### config.mk
export PLATFORM = sky130hd
export DESIGN_NAME = vga_pixel_pipe
export DESIGN_NICKNAME = d
export VERILOG_FILES = /design/src/rtl/vga_pixel_pipe.sv
export SDC_FILE = /design/constraint.sdc
export NUM_CORES = 1
export LEC_CHECK = 0
export ABC_AREA = 1
export BUFFER_PORTS_ARGS = -buffer_cell sky130_fd_sc_hd__buf_2
export CAP_MARGIN = 20
export CELL_PAD_IN_SITES_DETAIL_PLACEMENT = 0
export CELL_PAD_IN_SITES_GLOBAL_PLACEMENT = 2
export CORE_MARGIN = 3
export CORE_UTILIZATION = 29
export DETAILED_ROUTE_END_ITERATION = 12
export PLACE_DENSITY_LB_ADDON = 0.1
export REMOVE_ABC_BUFFERS = 1
export SKIP_LAST_GASP = 1
export SLEW_MARGIN = 25
export SYNTH_ARGS = -nofsm -noshare
export SYNTH_HDL_FRONTEND = slang
export SYNTH_SLANG_ARGS = --single-unit
### constraint.sdc
create_clock -name clk_i -period 1.65 [get_ports clk_i]
set_input_delay 0.0825 -clock clk_i [delete_from_list [all_inputs] [get_ports clk_i]]
set_output_delay 0.0825 -clock clk_i [all_outputs]
set_load 0.1 [all_outputs]
### src/rtl/vga_pixel_pipe.sv
// VGA pixel pipeline: decodes scan counters into syncs/blanking, fetches 4x-upscaled
// pixels from a double-buffered 160x120 RGB444 framebuffer, and delay-matches everything to the DAC.
module vga_pixel_pipe #(
    parameter int MEM_LAT = 2,
    parameter int ADDR_W  = 16
) (
    input  logic              clk_i,
    input  logic              rst_i,
    input  logic [9:0]        hcnt_i,
    input  logic [9:0]        vcnt_i,
    input  logic              fb_sel_req_i,
    input  logic              pattern_en_i,
    output logic [ADDR_W-1:0] mem_addr_o,
    output logic              mem_en_o,
    input  logic [11:0]       mem_data_i,
    output logic [3:0]        vga_r_o,
    output logic [3:0]        vga_g_o,
    output logic [3:0]        vga_b_o,
    output logic              vga_hs_o,
    output logic              vga_vs_o,
    output logic              vblank_o,
    output logic              frame_start_o,
    output logic              fb_sel_cur_o
);

    typedef struct packed {
        logic       active;
        logic       hs_n;
        logic       vs_n;
        logic       vb;
        logic       fs;
        logic [9:0] h;
    } tag_t;

    localparam tag_t TAG_IDLE = '{active: 1'b0, hs_n: 1'b1, vs_n: 1'b1,
                                  vb: 1'b0, fs: 1'b0, h: 10'd0};

    // Stage 0: combinational decode of the incoming scan position
    logic in_range;
    tag_t tag0;

    always_comb begin
        in_range    = (hcnt_i < 10'd800) && (vcnt_i < 10'd521);
        tag0        = TAG_IDLE;
        tag0.active = (hcnt_i < 10'd640) && (vcnt_i < 10'd480);
        tag0.hs_n   = !(in_range && (hcnt_i >= 10'd656) && (hcnt_i <= 10'd751));
        tag0.vs_n   = !(in_range && (vcnt_i >= 10'd490) && (vcnt_i <= 10'd491));
        tag0.vb     = (vcnt_i >= 10'd480);
        tag0.fs     = (hcnt_i == 10'd0) && (vcnt_i == 10'd0);
        tag0.h      = hcnt_i;
    end

    // Stage 1: framebuffer address, y*160 built from two shifts
    logic [14:0] y_ext;
    logic [14:0] x_ext;
    logic [14:0] pix_idx;

    assign y_ext   = {7'd0, vcnt_i[9:2]};
    assign x_ext   = {7'd0, hcnt_i[9:2]};
    assign pix_idx = (y_ext << 7) + (y_ext << 5) + x_ext;

    logic [ADDR_W-1:0] mem_addr_q, mem_addr_d;
    logic              mem_en_q;
    logic              fb_sel_q, fb_sel_d;

    always_comb begin
        mem_addr_d = mem_addr_q;
        if (tag0.active) begin
            mem_addr_d = ADDR_W'({fb_sel_q, pix_idx});
        end
        // Swap only at the first vblank pixel so a frame is never torn
        fb_sel_d = fb_sel_q;
        if ((hcnt_i == 10'd0) && (vcnt_i == 10'd480)) begin
            fb_sel_d = fb_sel_req_i;
        end
    end

    always_ff @(posedge clk_i or posedge rst_i) begin
        if (rst_i) begin
            mem_addr_q <= '0;
            mem_en_q   <= 1'b0;
            fb_sel_q   <= 1'b0;
        end else begin
            mem_addr_q <= mem_addr_d;
            mem_en_q   <= tag0.active;
            fb_sel_q   <= fb_sel_d;
        end
    end

    // Decode tags ride alongside the memory read so they meet mem_data
    tag_t dl_q [MEM_LAT+1];

    always_ff @(posedge clk_i or posedge rst_i) begin
        if (rst_i) begin
            for (int i = 0; i <= MEM_LAT; i++) begin
                dl_q[i] <= TAG_IDLE;
            end
        end else begin
            dl_q[0] <= tag0;
            for (int i = 1; i <= MEM_LAT; i++) begin
                dl_q[i] <= dl_q[i-1];
            end
        end
    end

    // Output stage: colour select and final DAC registers
    tag_t        tag_out;
    logic [2:0]  bar;
    logic [11:0] rgb_d, rgb_q;
    logic        hs_q, vs_q, vb_q, fs_q;

    assign tag_out = dl_q[MEM_LAT];

    always_comb begin
        bar = 3'd7;
        if (tag_out.h < 10'd80) begin
            bar = 3'd0;
        end else if (tag_out.h < 10'd160) begin
            bar = 3'd1;
        end else if (tag_out.h < 10'd240) begin
            bar = 3'd2;
        end else if (tag_out.h < 10'd320) begin
            bar = 3'd3;
        end else if (tag_out.h < 10'd400) begin
            bar = 3'd4;
        end else if (tag_out.h < 10'd480) begin
            bar = 3'd5;
        end else if (tag_out.h < 10'd560) begin
            bar = 3'd6;
        end

        rgb_d = 12'h000;
        if (tag_out.active) begin
            if (pattern_en_i) begin
                rgb_d = {{4{bar[2]}}, {4{bar[1]}}, {4{bar[0]}}};
            end else begin
                rgb_d = mem_data_i;
            end
        end
    end

    always_ff @(posedge clk_i or posedge rst_i) begin
        if (rst_i) begin
            rgb_q <= 12'h000;
            hs_q  <= 1'b1;
            vs_q  <= 1'b1;
            vb_q  <= 1'b0;
            fs_q  <= 1'b0;
        end else begin
            rgb_q <= rgb_d;
            hs_q  <= tag_out.hs_n;
            vs_q  <= tag_out.vs_n;
            vb_q  <= tag_out.vb;
            fs_q  <= tag_out.fs;
        end
    end

    assign mem_addr_o    = mem_addr_q;
    assign mem_en_o      = mem_en_q;
    assign fb_sel_cur_o  = fb_sel_q;
    assign vga_r_o       = rgb_q[11:8];
    assign vga_g_o       = rgb_q[7:4];
    assign vga_b_o       = rgb_q[3:0];
    assign vga_hs_o      = hs_q;
    assign vga_vs_o      = vs_q;
    assign vblank_o      = vb_q;
    assign frame_start_o = fs_q;

endmodule

# Word-level counts from Yosys, hierarchy flattened

Index checks and enable logic that the tools add are counted.

Equality and inequality tests: 1
Reductions and logical operators: 12
Add/sub/neg operators: 2
$lt $le $gt $ge: 16
Mux-type cells: 9

Operators by type and width:

| operator                                                    | count |
|---|---|
| less-than comparator 10 bit, second input constant          | 4 |
| less-than comparator 10 x 9 -> 1 bit, second input constant | 4 |
| two-way mux 12 bit                                          | 2 |
| >= comparator 10 x 9 -> 1 bit, second input constant        | 2 |
| zero test 10 bit                                            | 2 |
| less-than comparator 10 x 8 -> 1 bit, second input constant | 2 |
| adder 15 x 13 -> 15 bit                                     | 1 |
| adder 15 x 8 -> 15 bit                                      | 1 |
| two-way mux 3 bit                                           | 4 |
| == test 10 x 9 -> 1 bit, second input constant              | 1 |
| >= comparator 10 bit, second input constant                 | 1 |
| <= comparator 10 bit, second input constant                 | 1 |
| <= comparator 10 x 9 -> 1 bit, second input constant        | 1 |
| less-than comparator 10 x 7 -> 1 bit, second input constant | 1 |
| logical AND 1 bit                                           | 8 |
| two-way mux 2 bit                                           | 2 |
| zero test 1 bit                                             | 2 |
| two-way mux 1 bit                                           | 1 |

Flip-flop bits (word level): 78
Word-level logic and storage cells: 65
Bits of input ports: 36

# Depth between registers and ports, before layout

Word-level depth: 10
Gate-level depth with buffers: 11
Mapped depth without buffers: 11

# Worst setup path after synthesis

Ideal clock, no wire load.

Kind: input to register
Start: input hcnt_i[9]
End: register mem_addr_q[11], in the netlist mem_addr_o[11]
Library setup time: 0.129 ns
Arrival time: 1.560 ns
Data required time: 1.521 ns
Stages on the path: 9
Slack: -0.039 ns
Cell sequence: inv_1 > fa_1 > inv_1 > ha_1 > nand3_1 > nand3_1 > a21oi_1 > xor2_1 > o21ai_0

Word-level cells in the longest chain between the ends: 2
Elaborated cells between the ends (all ways): 3

RTL lines:

| item                                                           | line | source |
|---|---|---|
| start, declared                                                | 9    | `input logic [9:0] hcnt_i,` |
| branches (longest 2 deep; another with adder 15 x 8 -> 15 bit) | n/a  |  |
| end signal, assigned                                           | 84   | `mem_addr_q <= mem_addr_d;` |
| end, declared                                                  | 62   | `logic [ADDR_W-1:0] mem_addr_q, mem_addr_d;` |

Several ways; the timed one is not identified.
A chain may end at the register's enable or synchronous reset.

# Final worst setup path

Start: input hcnt_i[9]
End: register mem_addr_q[12], in the netlist mem_addr_o[12]

Same word-level chain as after synthesis.

==> metrics.txt <==
Die H=103 um; worst setup path class=in2reg; final wirelength=6010 um; status=finished clean; unrepaired setup endpoints after global routing=false; IO Port Bufs=69; Seq. cell area=1660 um2; min Tclk post-route=1.55 ns; post-synthesis compound-gate area fraction=6.47%; dominant cell type by area after synthesis=dfrtp_1; crit-path leading delay family=adder cells; IO Pins=70; DR DRC count=0; Synth top area share=52.9%; CORE AREA=8980 um2; deepest clock path buffer count=2; Tightest Pin Transition=0.494 ns; Most used DFF post-synth=dfrtp_1; Synth Area in Adders=8.30%; peak supply drop=588 uV; Final Hold Fails=0; Worst setup EP type=register; DR vias=2127; ranking of synthesized cells by area=dfrtp_1 53%, dfstp_2 7.7%, nand2_1 7.4%; Synthesis Warnings=0; Initial DRT Pass Iterations=4; Relative slew margins=67.3%; Worst Hold Launch=mem_data_i[2]; Cell Rows=34; Synth-to-Final Area Change=37.3%; Distinct cells, synth=28; Die ar.=10700 um2; Seq/Total Area, Yosys=60.5%; Max Cap Viol=0; crit path DAT=1.76 ns; clk sinks=66; Initial Util=30.6%; f_max=0.646 GHz; Max Slew Vio Count=0; initial antenna violation count=0; P per Cell Area=1250 nW/um2; Critical Path Stages=9; asr flop ratio synth=100%; worst path cell trace=buf_2 > inv_1 > fa_1 > fa_1 > inv_1 > nand4_1 > nand3_1 > xnor2_1 > o21ai_0; Antenna Cells=0; Buf+Inv Stages, Crit Path=3; multiplexer area fraction after synthesis=0%; layout net count=430; setup violators final=0; DRT antenna net count=0; CTS Buf Count=9; Fillers=894; worst-path maximum fanout=2; number of flops mapped to enable cells by yosys=0; share of cells above drive strength 1=30.6%; Placement Setup Slack=-0.296 ns; total grt overflow=0; total power=4.72 mW; first-pass GRT wire length=9870 um; pin count of the biggest net entering global routing=67; DP Wirelength=4430 um; Final WS setup=0.102 ns; simple-gate share of the synthesized area=18.5%; static leakage=1.98 nW; total track usage=12.3%; Layout Skew=0.00746 ns; #FFs+latches synth=66; multi-input logic area=965 um2; Vias/cell=4.19; htree depth=3; startpoint types=input pin; count leader, synth=dfrtp_1; 1st-iter DRT viols=54; Mean Syn Cell Area=10.2 um2; Mapped Cells=268; synthesized area=2750 um2; clock latency on the worst-skew pair=0.33 ns; worst r2r src=dl_q[7]; worst reg-to-reg setup slack=0.38 ns; slowest stage cell on the critical path=fa_1; largest family of logic cells by synthesized area=simple AND/OR/NAND/NOR gates; CTS tree=done; HP Class=in2reg; final worst path period share=93.8%; Reg2Reg Capture Point=rgb_q[7]; top cell types by occurrence after synthesis=58 x dfrtp_1, 54 x nand2_1, 31 x nor2_1; drt wl/cell=11.8 um; vias in the first global route=2177; Worst Hold End=rgb_q[2]; crit-path max cell delay=0.46 ns; Post-Synth XOR/XNOR Area=1.60%; clk slew on worst S/H paths=0.08 ns; WP data required=1.86 ns; RD Place Congestion=0.823; Worst Reg-to-Reg Cells=7; die width=103 um; worst hold stages=3; CTS root buf=clkbuf_8
==> final cells by class <==
cell class,count,area share (%)
Sequential cell,66,44.1
Clock buffer,10,3.65
Multi-Input combinational cell,169,25.6
Timing Repair Buffer,102,17.3
Inverter,29,2.89
Tap cell,126,4.18
Clock inverter,6,2.32
==> kinds of logic after synthesis <==
logic type,Yosys count
AO/OA/AOI/OAI,32
XOR/XNOR,5
adder cells (fa/ha/maj),17
buffers and inverters,33
flip-flops,66
AND/OR/NAND/NOR,115
==> layout by cell type, fill, tap and decap left out, drive strengths merged <==
master / synthesis / routed
o2111ai: 1 / 1
a21oi: 7 / 7
dfstp: 8 / 8
fa: 2 / 2
clkinv: 0 / 3
nand2: 55 / 55
o21ai: 19 / 19
o21a: 1 / 1
dlygate4sd3: 0 / 18
or2: 1 / 1
dfrtp: 58 / 58
nand3b: 2 / 2
buf: 3 / 84
nor2: 31 / 31
nor4: 1 / 1
inv: 29 / 30
ha: 15 / 15
nand3: 15 / 15
xor2: 4 / 4
xnor2: 1 / 1
nand4: 6 / 6
a31oi: 2 / 2
a21o: 2 / 2
clkbuf: 1 / 10
bufinv: 0 / 2
nor3: 4 / 4
==> timing repair <==
action | 4_1_cts | 5_1_grt
buffers inserted | 0 | 1
endpoints found under the hold margin | 75 | 0
endpoints found under the setup margin | 0 | 2
resized for setup | 0 | 3
hold buffers | 18 | 0
==> how the worst max path moves through the flow <==
stage                     endpoint  slack, ns       from
finish              mem_addr_o[12]       0.10  hcnt_i[9]
floorplan                 dl_q[10]      -0.07      rst_i
detailed placement  mem_addr_o[11]      -0.30  hcnt_i[9]
CTS                 mem_addr_o[11]       0.07  hcnt_i[9]
global placement    mem_addr_o[11]      -0.27  hcnt_i[9]
global route        mem_addr_o[11]      0.005  vcnt_i[2]
==> layer usage <==
layer	up-vias	routed length, um	GRT usage [%]
li1	1081	-	-
met1	982	2610	13.9
met2	56	3010	21.4
met3	8	297	4.63
met4	0	85	4.48
met5	-	0	0
==> power by group <==
| part | switching [mW] | leakage [nW] | internal, mW |
|---|---|---|---|
| sequential | 0.0589 | 0.806 | 1.75 |
| combinational | 1.10 | 1.06 | 0.303 |
| clock | 0.611 | 0.117 | 0.894 |
| total | 1.77 | 1.98 | 2.95 |
==> registers in the layout, indices dropped and copies added, names as in the netlist <==
signal	flops
vga_hs_o	1
dl_q	33
rgb_q	12
frame_start_o	1
fb_sel_cur_o	1
vga_vs_o	1
vblank_o	1
mem_addr_o	16
==> stage by stage <==
step           hold WS [ns]  TNS (ns)  std cells  area, um2  utilization (%)
3_3_place_gp          0.177     -1.38        473       3350             37.3
2_1_floorplan         0.114     -4.39        264       2730                -
6_report             0.0307         0        508       3770             42.0
5_1_grt              0.0139         0        508       3770             42.0
3_5_place_dp          0.181     -1.58        473       3350             37.3
4_1_cts             0.00802         0        507       3750             41.8
==> worst min-delay path: stages <==
cell and delay (ns):
buf_2 0.07, o21ai_0 0.06, a21oi_1 0.11
No activity file was read; power rests on OpenSTA's default activity.
